[src/rtl/crossbar_arbiter.sv]
// rtl/crossbar_arbiter.sv - round-robin arbiter for one crossbar slave port
//
// Purpose: grants one of four master interfaces access to a single slave port.
//   Grants are round-robin, starting from a rotating pointer. A grant ends when
//   the slave acks, when the granted master drops its request, or when the
//   slave stays silent for TIMEOUT busy cycles. TIMEOUT = 0 disables the timeout.
//
// Ports:
//   clk, rst                  clock, synchronous active-high reset
//   req_from_master_if[3:0]   per-master request
//   addr_from_master_if       4 x 32-bit addresses, master i at [32*i +: 32]
//   wdata_from_master_if      4 x 32-bit write data, same packing
//   cmd_from_master_if[3:0]   per-master command, 1 = write, 0 = read
//   ack_from_slave            slave transaction-complete strobe
//   rdata_from_slave[31:0]    slave read data, valid with ack_from_slave
//   connect_approved[3:0]     one-hot grant
//   ack_to_master_if[3:0]     ack routed to the granted master only
//   rdata_to_master_if[31:0]  shared read-data bus, zero unless acked
//   req/addr/wdata/cmd_to_slave  request fields of the granted master
//   timeout_err               one-cycle pulse after a forced release
module crossbar_arbiter #(
  parameter logic [7:0] TIMEOUT = 8'd255
) (
  input  logic         clk,
  input  logic         rst,
  input  logic [3:0]   req_from_master_if,
  input  logic [127:0] addr_from_master_if,
  input  logic [127:0] wdata_from_master_if,
  input  logic [3:0]   cmd_from_master_if,
  input  logic         ack_from_slave,
  input  logic [31:0]  rdata_from_slave,
  output logic [3:0]   connect_approved,
  output logic [3:0]   ack_to_master_if,
  output logic [31:0]  rdata_to_master_if,
  output logic         req_to_slave,
  output logic [31:0]  addr_to_slave,
  output logic [31:0]  wdata_to_slave,
  output logic         cmd_to_slave,
  output logic         timeout_err
);

  typedef enum logic {IDLE = 1'b0, BUSY = 1'b1} state_t;

  state_t     state, next_state;
  logic [1:0] ptr, next_ptr;
  logic [1:0] g, next_g;
  logic [7:0] cnt, next_cnt;
  logic       terr, next_terr;
  logic [1:0] pick;
  logic [1:0] idx;

  // State register
  always_ff @(posedge clk) begin
    if (rst) begin
      state <= IDLE;
      ptr   <= 2'd0;
      g     <= 2'd0;
      cnt   <= 8'd0;
      terr  <= 1'b0;
    end else begin
      state <= next_state;
      ptr   <= next_ptr;
      g     <= next_g;
      cnt   <= next_cnt;
      terr  <= next_terr;
    end
  end

  // Next-state logic
  always_comb begin
    next_state = state;
    next_ptr   = ptr;
    next_g     = g;
    next_cnt   = cnt;
    next_terr  = 1'b0;
    pick       = ptr;
    idx        = ptr;

    // Walk from the farthest candidate back to ptr so the closest set bit wins.
    for (int i = 3; i >= 0; i--) begin
      idx = ptr + i[1:0];
      if (req_from_master_if[idx]) pick = idx;
    end

    case (state)
      IDLE: begin
        if (|req_from_master_if) begin
          next_state = BUSY;
          next_g     = pick;
          next_cnt   = 8'd0;
        end
      end
      BUSY: begin
        // Ack has priority over both abandon and timeout.
        if (ack_from_slave) begin
          next_state = IDLE;
          next_ptr   = g + 2'd1;
        end else if (!req_from_master_if[g]) begin
          next_state = IDLE;
          next_ptr   = g + 2'd1;
        end else if ((TIMEOUT != 8'd0) && (cnt + 8'd1 == TIMEOUT)) begin
          next_state = IDLE;
          next_ptr   = g + 2'd1;
          next_terr  = 1'b1;
        end else begin
          next_cnt = cnt + 8'd1;
        end
      end
      default: next_state = IDLE;
    endcase
  end

  // Output logic
  always_comb begin
    connect_approved   = 4'b0000;
    ack_to_master_if   = 4'b0000;
    rdata_to_master_if = 32'h0;
    req_to_slave       = 1'b0;
    addr_to_slave      = 32'h0;
    wdata_to_slave     = 32'h0;
    cmd_to_slave       = 1'b0;
    timeout_err        = terr;
    if (state == BUSY) begin
      connect_approved    = 4'b0001 << g;
      req_to_slave        = req_from_master_if[g];
      addr_to_slave       = addr_from_master_if[{g, 5'd0} +: 32];
      wdata_to_slave      = wdata_from_master_if[{g, 5'd0} +: 32];
      cmd_to_slave        = cmd_from_master_if[g];
      ack_to_master_if[g] = ack_from_slave;
      if (ack_from_slave) rdata_to_master_if = rdata_from_slave;
    end
  end

endmodule

[config.mk]
export PLATFORM = sky130hd
export DESIGN_NAME = crossbar_arbiter
export DESIGN_NICKNAME = d
export VERILOG_FILES = /design/src/rtl/crossbar_arbiter.sv
export SDC_FILE = /design/constraint.sdc
export NUM_CORES = 1
export LEC_CHECK = 0
export ABC_AREA = 1
export BUFFER_PORTS_ARGS = -buffer_cell sky130_fd_sc_hd__buf_2
export CAP_MARGIN = 15
export CORE_AREA = 8 8 151 153
export DETAILED_ROUTE_END_ITERATION = 10
export DIE_AREA = 0 0 159 161
export GPL_TIMING_DRIVEN = 0
export SLEW_MARGIN = 20
export SYNTH_ARGS = -nofsm -noshare
export SYNTH_HDL_FRONTEND = slang
export SYNTH_SLANG_ARGS = --single-unit
[constraint.sdc]
create_clock -name clk -period 1.5 [get_ports clk]
set_input_delay 0.3 -clock clk [delete_from_list [all_inputs] [get_ports clk]]
set_output_delay 0.3 -clock clk [all_outputs]
set_load 0.005 [all_outputs]
==> flow_metrics.env <==
export IMPL_required_ps=1200
export IMPL_synth_xor_area_share_pct=1.226
export IMPL_clk_path_buf_depth=2
export IMPL_setup_ws_ps=-476.9
export IMPL_vias=6693
export IMPL_drt_wirelength_per_cell_um=17.29
export IMPL_drt_pre_antenna_iters=5
export IMPL_fin_cells=1487
export IMPL_finalPower_mw=5.373
export IMPL_nets=1518
export IMPL_clk_pin_slew_ps=50
export IMPL_finalHoldViolations=0
export IMPL_core_mm2=0.02056
export IMPL_r2r_end="cnt[7]"
export IMPL_outcome="complete, but fails checks"
export IMPL_rsz0062_at_grt="yes"
export IMPL_vdd_drop_max_v=0.0002899
export IMPL_cp_cell_sequence="buf_12 -> inv_4 -> buf_12 -> clkbuf_16 -> ha_2 -> inv_1 -> nor2_1 -> buf_2"
export IMPL_drive_above_1_share_pct=52.23
export IMPL_dieWidth_um=159
export IMPL_wl_mm=25.71
export IMPL_synthToLayoutAreaGrowth_pct=113.7
export IMPL_grt_pass1_vias=6759
export IMPL_numCtsBuffers=3
export IMPL_utilization_pct=37.11
export IMPL_vias_per_cell=4.501
export IMPL_synth_top_family_by_area="simple AND/OR/NAND/NOR gates"
export IMPL_cts_sinks=14
export IMPL_switchingPower_mw=2.531
export IMPL_end_kind="output port"
export IMPL_postSynthAreaPerCell_um2=4.680
export IMPL_setup_viol=113
export IMPL_dieHeight_um=161
export IMPL_dp_cells=1443
export IMPL_dp_hpwl_mm=20.27
export IMPL_reg2reg_setup_slack_ps=-280
export IMPL_place_congestion=0.8993
export IMPL_synth_cell_area_mm2=0.003571
export IMPL_finalCritPeriodShare_pct=131.8
export IMPL_synth_compound_area_share_pct=31.04
export IMPL_seq_area_frac_synth_pct=7.849
export IMPL_min_to="cnt[5]"
export IMPL_cts_tree="built"
export IMPL_synth_nets=1068
export IMPL_cp_common_cell="buf_12"
export IMPL_power_internal_mw=2.842
export IMPL_die_area_mm2=0.02560
export IMPL_rr_startpoint="g[0]"
export IMPL_yosysWarnings=0
export IMPL_synth_area_mux_share_pct=0
export IMPL_cp_depth=8
export IMPL_p_leak_nw=4.026
export IMPL_htree_levels=1
export IMPL_slowest_stage="dfxtp_2"
export IMPL_critPathMaxStageDelay_ps=330
export IMPL_critPathArrivalTime_ps=1680
export IMPL_drtAntennaViolNets=0
export IMPL_crit_family="buffers and inverters"
export IMPL_skew_ps=1.334
export IMPL_cts_root_buf="clkbuf_16"
export IMPL_antenna_found_initial=1
export IMPL_grt_overflow=0
export IMPL_rows=53
export IMPL_final_min_clock_period_ps=1977
export IMPL_setup_worst_path_start="g[0]"
export IMPL_port_buffers=405
export IMPL_reg2reg_depth=11
export IMPL_power_switching_share_pct=47.10
export IMPL_ioPinCount=406
export IMPL_drv_cap=0
export IMPL_yosys_area_share_adder_pct=2.102
export IMPL_power_density_mw_per_mm2=704.2
export IMPL_failed_checks="setup timing"
export IMPL_start_util_pct=17.37
export IMPL_crit_type="flop to output port"
export IMPL_antenna_cells=0
export IMPL_drt_initial_drc_count=395
export IMPL_synth_distinct_cells=29
export IMPL_grt_pass1_wl_mm=36.88
export IMPL_cp_start_kind="flop"
export IMPL_yosys_area_share_simple_pct=44.11
export IMPL_min_from="rst"
export IMPL_fmax_mhz=505.8
export IMPL_layout_common_cells="buf_2 (408), nor2_1 (261), o21ai_0 (80)"
export IMPL_ys_ff_latch=14
export IMPL_p_seq_share_pct=8.9
export IMPL_syn_inst=763
export IMPL_final_common_cell="buf_2"
export IMPL_slew_violations=0
export IMPL_crit_fanout=11
export IMPL_pwr_share_clk_pct=10.5
export IMPL_hold_path_class="input port to flop"
export IMPL_max_slew_margin_rel_pct=76.04
export IMPL_holdPathStages=2
export IMPL_share_comb_of_total_power_pct=80.6
export IMPL_grtUsageTotal_pct=17.79
export IMPL_clk_latency_ps=240
export IMPL_grt_max_degree=12
export IMPL_cp_buffers_inverters=6
export IMPL_worst_pin_slew_ps=356.0
export IMPL_drcViolationCount=0
worst reg2reg max path: stages, from the launching register on:
cell	delay [ps]
dfxtp_2	330
buf_12	140
buf_4	130
buf_8	130
o21ai_4	150
nand2_4	90
nor2_4	130
nand3_4	130
buf_6	150
buf_8	130
a21oi_2	110
nor2_1	50
logic make-up after synthesis:
family,Yosys count
simple gates,396
compound gates,220
buf+inv,122
flops,14
fa+ha+maj,6
xor+xnor,5
repair_timing:
action / 4_1_cts / 5_1_grt
cloned: 2 / 6
pin swaps: 39 / 50
hold buffers: 0 / 0
resized for setup: 229 / 151
setup buffers: 25 / 9
endpoints found under the setup margin: 118 / 118
sequential cells by signal, indices dropped and copies added (netlist names):
register,count
cnt,8
timeout_err,1
state,1
g,2
ptr,2
synthesized netlist by cell type:
cell / number / area share (%)
nand3_1: 14 / 2.0
xnor2_1: 1 / 0.25
buf_2: 15 / 2.1
a31oi_1: 1 / 0.18
ha_1: 6 / 2.1
nor2_2: 2 / 0.35
nand2_2: 3 / 0.53
nor2_4: 2 / 0.63
or2_2: 1 / 0.18
nand2_1: 48 / 5.0
a21oi_1: 75 / 11
o21ai_1: 4 / 0.56
buf_1: 6 / 0.63
nand3_4: 2 / 0.98
nand4_1: 1 / 0.18
inv_1: 59 / 6.2
inv_2: 3 / 0.32
o21ai_0: 138 / 19
xor2_1: 4 / 0.98
clkinv_1: 1 / 0.11
a21boi_0: 1 / 0.21
buf_8: 1 / 0.42
nor4_1: 1 / 0.18
clkbuf_1: 37 / 3.9
and3_1: 1 / 0.18
dfxtp_1: 14 / 7.8
nand3_2: 1 / 0.28
nor2_1: 320 / 34
a21oi_2: 1 / 0.25
metrics by stage:
stage	setup TNS [ps]	cell area, µm²	setup WS [ps]	hold WS (ps)
final	-28780	7630	-476.9	285.2
after global routing	-38480	7630	-532.6	287.1
after CTS	-31430	6942	-474.5	276.8
after detailed placement	-62210	6003	-1109	521.5
after global placement	-61550	6003	-1115	526.0
after floorplan	-76.55	3632	-5.889	362.4
per-layer routing:
layer	share of wire [%]	GRT usage, %
met3	7.0	4.556
met2	50	31.90
met4	3.0	5.789
met5	0	0
met1	40	20.28
worst max-delay path by stage:
stage	to	slack, ps
after floorplan	addr_to_slave[18]	-6
after global placement	addr_to_slave[30]	-1120
after detailed placement	addr_to_slave[30]	-1110
after CTS	addr_to_slave[30]	-470
after global routing	ack_to_master_if[2]	-530
final	ack_to_master_if[2]	-480
cell type report:
cell class,count,area (µm²)
well taps,275,344.1
multi-input cells,628,3397
fillers,2241,12930
flip-flops and latches,14,307.8
plain buffers,58,706.9
repair buffers,445,2537
inverters,63,247.7
clock buffers,4,88.84
power groups by stage:
stage | combinational (mW) | clock, mW | sequential (mW)
after floorplan | 1.79 | 0 | 0.453
after global placement | 3.13 | 0 | 0.466
after detailed placement | 3.15 | 0 | 0.467
after CTS | 3.94 | 0.577 | 0.462
after global routing | 4.78 | 0.592 | 0.487
final | 4.33 | 0.562 | 0.479
(Power assumes the default switching activity.)
